--- config.mk ---
export PLATFORM = sky130hd
export DESIGN_NAME = ss_mac_frame_flat
export DESIGN_NICKNAME = d
export VERILOG_FILES = /design/src/rtl/ss_mac_frame_if.sv /design/src/rtl/ss_mac_frame.sv /design/src/flat_wrapper.sv
export SDC_FILE = /design/constraint.sdc
export NUM_CORES = 1
export LEC_CHECK = 0
export ABC_AREA = 1
export BUFFER_PORTS_ARGS = -buffer_cell sky130_fd_sc_hd__buf_4
export CORE_AREA = 2 2 124 78
export DETAILED_ROUTE_END_ITERATION = 16
export DIE_AREA = 0 0 126 80
export GPL_ROUTABILITY_DRIVEN = 0
export MAX_ROUTING_LAYER = met4
export PLACE_DENSITY_LB_ADDON = 0.2
export SETUP_SLACK_MARGIN = 0.05
export SKIP_CTS_REPAIR_TIMING = 1
export SLEW_MARGIN = 10
export SYNTH_ARGS = -nofsm -noshare
export SYNTH_HDL_FRONTEND = slang
export SYNTH_SLANG_ARGS = --single-unit
--- constraint.sdc ---
create_clock -name clk -period 4.6 [get_ports clk]
set_clock_uncertainty 0.1 [all_clocks]
set_input_delay 0.92 -clock clk [delete_from_list [all_inputs] [get_ports clk]]
set_output_delay 0.92 -clock clk [all_outputs]
set_load 0.1 [all_outputs]
--- src/rtl/ss_mac_frame_if.sv ---
// Handshake and data bundle for ss_mac_frame: frame control, sample stream and result.
// master = frame driver / sample source, slave = ss_mac_frame.
interface ss_mac_frame_if #(
    parameter int IN_W   = 12,
    parameter int SS_W   = 4,
    parameter int RAND_W = IN_W - SS_W,
    parameter int LEN_W  = 10,
    parameter int ACC_W  = 2 * SS_W + LEN_W
);
    // Valid/ready: a sample moves on a rising edge where in_valid and in_ready
    // are both high; in_valid may drop at any time and in_ready never depends on
    // in_valid. start is a level sampled on the edge, acted on only in IDLE/DONE.
    logic              start;
    logic [LEN_W-1:0]  frame_len;
    logic              in_valid;
    logic              in_ready;
    logic [IN_W-1:0]   x_input;
    logic [IN_W-1:0]   y_input;
    logic [RAND_W-1:0] x_randnum;
    logic [RAND_W-1:0] y_randnum;
    logic              busy;
    logic              done;
    logic [ACC_W-1:0]  z_output;
    logic [1:0]        dbg_state;

    modport master (
        output start, frame_len, in_valid, x_input, y_input, x_randnum, y_randnum,
        input  in_ready, busy, done, z_output, dbg_state
    );

    modport slave (
        input  start, frame_len, in_valid, x_input, y_input, x_randnum, y_randnum,
        output in_ready, busy, done, z_output, dbg_state
    );
endinterface

--- src/rtl/ss_mac_frame.sv ---
// Framed stochastic-symbol multiply-accumulate: stochastic rounding of two streams,
// symbol product, accumulation over frame_len samples. Optional macro: SS_MAC_PIPE_EN.
module ss_mac_frame #(
    parameter int IN_W   = 12,
    parameter int SS_W   = 4,
    parameter int RAND_W = IN_W - SS_W,
    parameter int LEN_W  = 10,
    parameter int ACC_W  = 2 * SS_W + LEN_W
) (
    input logic           clk,
    input logic           rst,
    ss_mac_frame_if.slave bus
);
    localparam logic [1:0] S_IDLE  = 2'd0;
    localparam logic [1:0] S_RUN   = 2'd1;
    localparam logic [1:0] S_DRAIN = 2'd2;
    localparam logic [1:0] S_DONE  = 2'd3;

    logic [1:0]        state;
    logic [LEN_W-1:0]  len_q;
    logic [LEN_W-1:0]  count;
    logic [ACC_W-1:0]  acc;
    logic              done_q;
    logic [SS_W-1:0]   sym_x;
    logic [SS_W-1:0]   sym_y;
    logic [2*SS_W-1:0] product;
    logic [2*SS_W-1:0] add_val;
    logic              add_en;
    logic              accept;
    logic              last;

    // Round up when the fraction beats the random number; an integer part
    // already at full scale stays there instead of wrapping to zero.
    function automatic logic [SS_W-1:0] to_sym(input logic [IN_W-1:0] v,
                                               input logic [RAND_W-1:0] r);
        logic [SS_W-1:0]   i;
        logic [RAND_W-1:0] f;
        i = v[IN_W-1:RAND_W];
        f = v[RAND_W-1:0];
        if ((f > r) && (i != {SS_W{1'b1}}))
            return i + SS_W'(1);
        else
            return i;
    endfunction

    assign sym_x   = to_sym(bus.x_input, bus.x_randnum);
    assign sym_y   = to_sym(bus.y_input, bus.y_randnum);
    assign product = {{SS_W{1'b0}}, sym_x} * {{SS_W{1'b0}}, sym_y};
    assign accept  = bus.in_valid && (state == S_RUN);
    assign last    = (count == (len_q - LEN_W'(1)));

`ifdef SS_MAC_PIPE_EN
    logic [2*SS_W-1:0] prod_q;
    logic              prod_v;

    assign add_val = prod_q;
    assign add_en  = prod_v;

    always_ff @(posedge clk) begin
        if (rst) begin
            prod_q <= '0;
            prod_v <= 1'b0;
        end else begin
            prod_q <= product;
            prod_v <= accept;
        end
    end
`else
    assign add_val = product;
    assign add_en  = accept;
`endif

    always_ff @(posedge clk) begin
        if (rst) begin
            state  <= S_IDLE;
            len_q  <= '0;
            count  <= '0;
            acc    <= '0;
            done_q <= 1'b0;
        end else begin
            done_q <= 1'b0;
            if (add_en)
                acc <= acc + {{(ACC_W-2*SS_W){1'b0}}, add_val};
            case (state)
                S_IDLE, S_DONE: begin
                    if (bus.start) begin
                        acc   <= '0;
                        len_q <= bus.frame_len;
                        count <= '0;
                        if (bus.frame_len == '0) begin
                            state  <= S_DONE;
                            done_q <= 1'b1;
                        end else begin
                            state <= S_RUN;
                        end
                    end
                end
                S_RUN: begin
                    if (accept) begin
                        count <= count + LEN_W'(1);
                        if (last) begin
`ifdef SS_MAC_PIPE_EN
                            state  <= S_DRAIN;
`else
                            state  <= S_DONE;
                            done_q <= 1'b1;
`endif
                        end
                    end
                end
                S_DRAIN: begin
                    // Last product is being added on this edge.
                    state  <= S_DONE;
                    done_q <= 1'b1;
                end
                default: state <= S_IDLE;
            endcase
        end
    end

    assign bus.in_ready  = (state == S_RUN);
    assign bus.busy      = (state == S_RUN) || (state == S_DRAIN);
    assign bus.done      = done_q;
    assign bus.z_output  = acc;
    assign bus.dbg_state = state;
endmodule

--- src/flat_wrapper.sv ---
// flat-port wrapper written by rule: the top's interface ports become plain ports
module ss_mac_frame_flat 
#(
    parameter int IN_W   = 12,
    parameter int SS_W   = 4,
    parameter int RAND_W = IN_W - SS_W,
    parameter int LEN_W  = 10,
    parameter int ACC_W  = 2 * SS_W + LEN_W
)
  (clk, rst, bus_start, bus_frame_len, bus_in_valid, bus_x_input, bus_y_input, bus_x_randnum, bus_y_randnum, bus_in_ready, bus_busy, bus_done, bus_z_output, bus_dbg_state);
  ss_mac_frame_if #(.IN_W(IN_W), .SS_W(SS_W), .RAND_W(RAND_W), .LEN_W(LEN_W), .ACC_W(ACC_W)) bus_i ();
  input logic clk;
  input logic rst;
  input wire logic [$bits(bus_i.start)-1:0] bus_start;
  input wire logic [$bits(bus_i.frame_len)-1:0] bus_frame_len;
  input wire logic [$bits(bus_i.in_valid)-1:0] bus_in_valid;
  input wire logic [$bits(bus_i.x_input)-1:0] bus_x_input;
  input wire logic [$bits(bus_i.y_input)-1:0] bus_y_input;
  input wire logic [$bits(bus_i.x_randnum)-1:0] bus_x_randnum;
  input wire logic [$bits(bus_i.y_randnum)-1:0] bus_y_randnum;
  output wire logic [$bits(bus_i.in_ready)-1:0] bus_in_ready;
  output wire logic [$bits(bus_i.busy)-1:0] bus_busy;
  output wire logic [$bits(bus_i.done)-1:0] bus_done;
  output wire logic [$bits(bus_i.z_output)-1:0] bus_z_output;
  output wire logic [$bits(bus_i.dbg_state)-1:0] bus_dbg_state;
  assign bus_i.start = bus_start;
  assign bus_i.frame_len = bus_frame_len;
  assign bus_i.in_valid = bus_in_valid;
  assign bus_i.x_input = bus_x_input;
  assign bus_i.y_input = bus_y_input;
  assign bus_i.x_randnum = bus_x_randnum;
  assign bus_i.y_randnum = bus_y_randnum;
  assign bus_in_ready = bus_i.in_ready;
  assign bus_busy = bus_i.busy;
  assign bus_done = bus_i.done;
  assign bus_z_output = bus_i.z_output;
  assign bus_dbg_state = bus_i.dbg_state;
  ss_mac_frame #(.IN_W(IN_W), .SS_W(SS_W), .RAND_W(RAND_W), .LEN_W(LEN_W), .ACC_W(ACC_W)) u_core (.clk(clk), .rst(rst), .bus(bus_i));
endmodule
==> metrics.txt <==
CTS tree built; post-layout minimum cycle time between 4000 and 5000 ps; post-synthesis cell count 514; Clk Latency, worst-skew pair between 200 and 300 ps; ranking of synthesized cells by area dfxtp_1 (24%), ha_1 (14%), nand2_1 (11%); Comb power frac 64.0%; Initial DRT Pass Iterations 5; critical path capture point type register; met1 Track Usage GR 27.3%; Starting Density 39.0%; f_max 206 MHz; Routed Antenna Nets 0; leading area contributor after synthesis dfxtp_1; Num Clock Sinks 41; DRC Markers 0; Worst setup SP type primary input; failing checks negative setup slack; Layout area overhead 42.6%; Syn Area/Cell roughly 6.8 sq um; Least-Margin Pin Slew 740 ps; nets 730; met3 global-route usage 3.75%; max-slew violation count 0; ratio of cells with drive above 1 in the final layout 30.4%; flops & latches, synth 41; Root Buffer clkbuf_16; clock share of power 15.2%; per-cell routed wire length 12.3 um; worst hold path class reg -> reg; DP Area 0.00455 sq mm; syn_nets 617; top-count cell post-synth nand2_1; top cell type's share of synthesized area 23.6%; Iter 0 DRT Violations 219; vias per std cell 4.81; Max-Cap Viols 0; EDFF count, synth 0; Arrival @ worst endpoint 4920 ps; Post-synth ARST share 0%; Pleak 2.46 nW; H-Tree Depth 2; top cells by count, synth nand2_1 (105), inv_1 (93), nor2_1 (55); I/O pin count 77; GRT Overall Usage between 10% and 20%; share of total power in sequential cells 20.8%; global-route track usage on met2 25.8%; initial antenna violation count 0; final worst setup slack -244 ps; Die ar. 0.0101 sq mm; count of different cell masters after synthesis 39; final hold viol count 0; WP data required 4670 ps; GRT overflow 0; port bufs 76; Worst Path Max Fanout 6; overall die height around 80 um; Ys Warns 0; Place WS -641 ps; slew margin rel. 50.4%; Seq/Total Area, Yosys 23.6%; final core utilization 55.6%; Clock Tree Buf Depth 2; core area roughly 0.0089 sq mm; Hold WS 393 ps; WL final around 9200 um; Period Utilization, post-route 105%; pwr dens roughly 460 mW/mm^2; cell area after layout ~0.0050 sq mm; clk slew on worst S/H paths 60 ps; # rows 27; die width approximately 130 um; Filler Cell Count 856; largest net degree at the start of global routing 20; Mapped Area about 0.0035 sq mm; busiest grt layer met1; first-pass GRT wire length 14900 um; vias in the first global route 3231; total clock buffers created by CTS 5; Vias 3576; final setup fails 12; Worst R2R Setup Slack 2110 ps; Sw Ratio 48.9%; worst vdd ir 0.570 mV; Synth Flop Type dfxtp_1; internal power 0.00116 W; Final HPWL DP 7380 um; RSZ-0062 raised after global routing yes; Net Switching approximately 0.0011 W; # diodes 0; status complete, but fails checks; critical path type in -> reg
-- flip-flops by register name, indices dropped and copies added, names as in the netlist --
name / cells
u_core.bus.z_output: 18
u_core.bus.dbg_state: 2
u_core.len_q: 10
u_core.count: 10
u_core.bus.done: 1
-- power groups by stage --
stage | Sequential (W) | Clock, W | Combinational [W]
6_report | 0.000472 | 0.000345 | 0.00145
5_1_grt | 0.000479 | 0.000370 | 0.00160
2_1_floorplan | 0.000622 | 0 | 0.000839
4_1_cts | 0.000472 | 0.000354 | 0.00134
3_5_place_dp | 0.000479 | 0 | 0.00134
3_3_place_gp | 0.000477 | 0 | 0.00131
-- metrics by stage --
| stage | power [W] | TNS, ps | cells |
|---|---|---|---|
| after floorplan | 0.00146 | -1110 | 514 |
| after global placement | 0.00179 | -4920 | 729 |
| after detailed placement | 0.00182 | -6780 | 729 |
| after CTS | 0.00217 | -2570 | 737 |
| after global routing | 0.00245 | -4000 | 744 |
| final | 0.00227 | -1870 | 744 |
-- placed cells by master, fill, tap and decap left out, drive strengths merged --
cell,instances
nor4,3
nand4,9
dfxtp,41
o21a,2
nor3b,3
inv,98
nand2,106
fa,9
ha,40
a22oi,1
o211ai,3
a211oi,2
clkbuf,6
xor2,7
a2bb2oi,1
xnor2,9
a31oi,5
nand3,28
o21ai,29
or2,4
o21bai,1
a21o,4
nor2,59
nor3,10
buf,110
a21oi,35
clkinv,3
-- worst paths after layout --
check,startpoint,to,depth (start not counted)
max,bus_x_randnum[0],u_core.bus.z_output[17],24
min,u_core.len_q[7],u_core.len_q[7],2
max reg2reg,u_core.bus.dbg_state[1],u_core.bus.z_output[15],9
min reg2reg,u_core.len_q[7],u_core.len_q[7],2
-- routing by layer --
layer | up-vias | share of wire, %
met5 | - | 0
met1 | 1606 | 53
met4 | 0 | 0.81
met3 | 8 | 4.9
met2 | 82 | 41
li1 | 1880 | -
-- area by class of cell --
cell class                      instances  area (sq um)  area share, %
Clock buffer                            6           129           2.60
Multi-Input combinational cell        370          2620           52.9
Sequential cell                        41           821           16.6
Inverter                               99           387           7.80
Timing Repair Buffer                  110           845           17.0
Tap cell                              116           145           2.93
Clock inverter                          2          10.0          0.202
-- critical path, stage by stage --
cell and delay [ps]:
buf_4 110, ha_1 190, inv_1 70, a21oi_2 50
o21a_1 180, o211ai_1 230, nand2_2 140, o21ai_2 190
nand3_2 100, fa_1 560, fa_1 420, fa_1 500
inv_2 40, ha_4 270, nand3_2 80, nand2_2 110
a21oi_4 70, o21ai_4 190, buf_4 150, nand3_1 60
nand2_1 70, nand2_1 50, nand2_1 60, a21oi_1 80
-- cells by family after synthesis --
logic type	share of synthesized area [%]
compound gates	13.6
xor+xnor	4.03
fa+ha+maj	19.6
buf+inv	11.1
flops	23.6
simple gates	28.1
No activity file was read; power rests on OpenSTA's default activity.
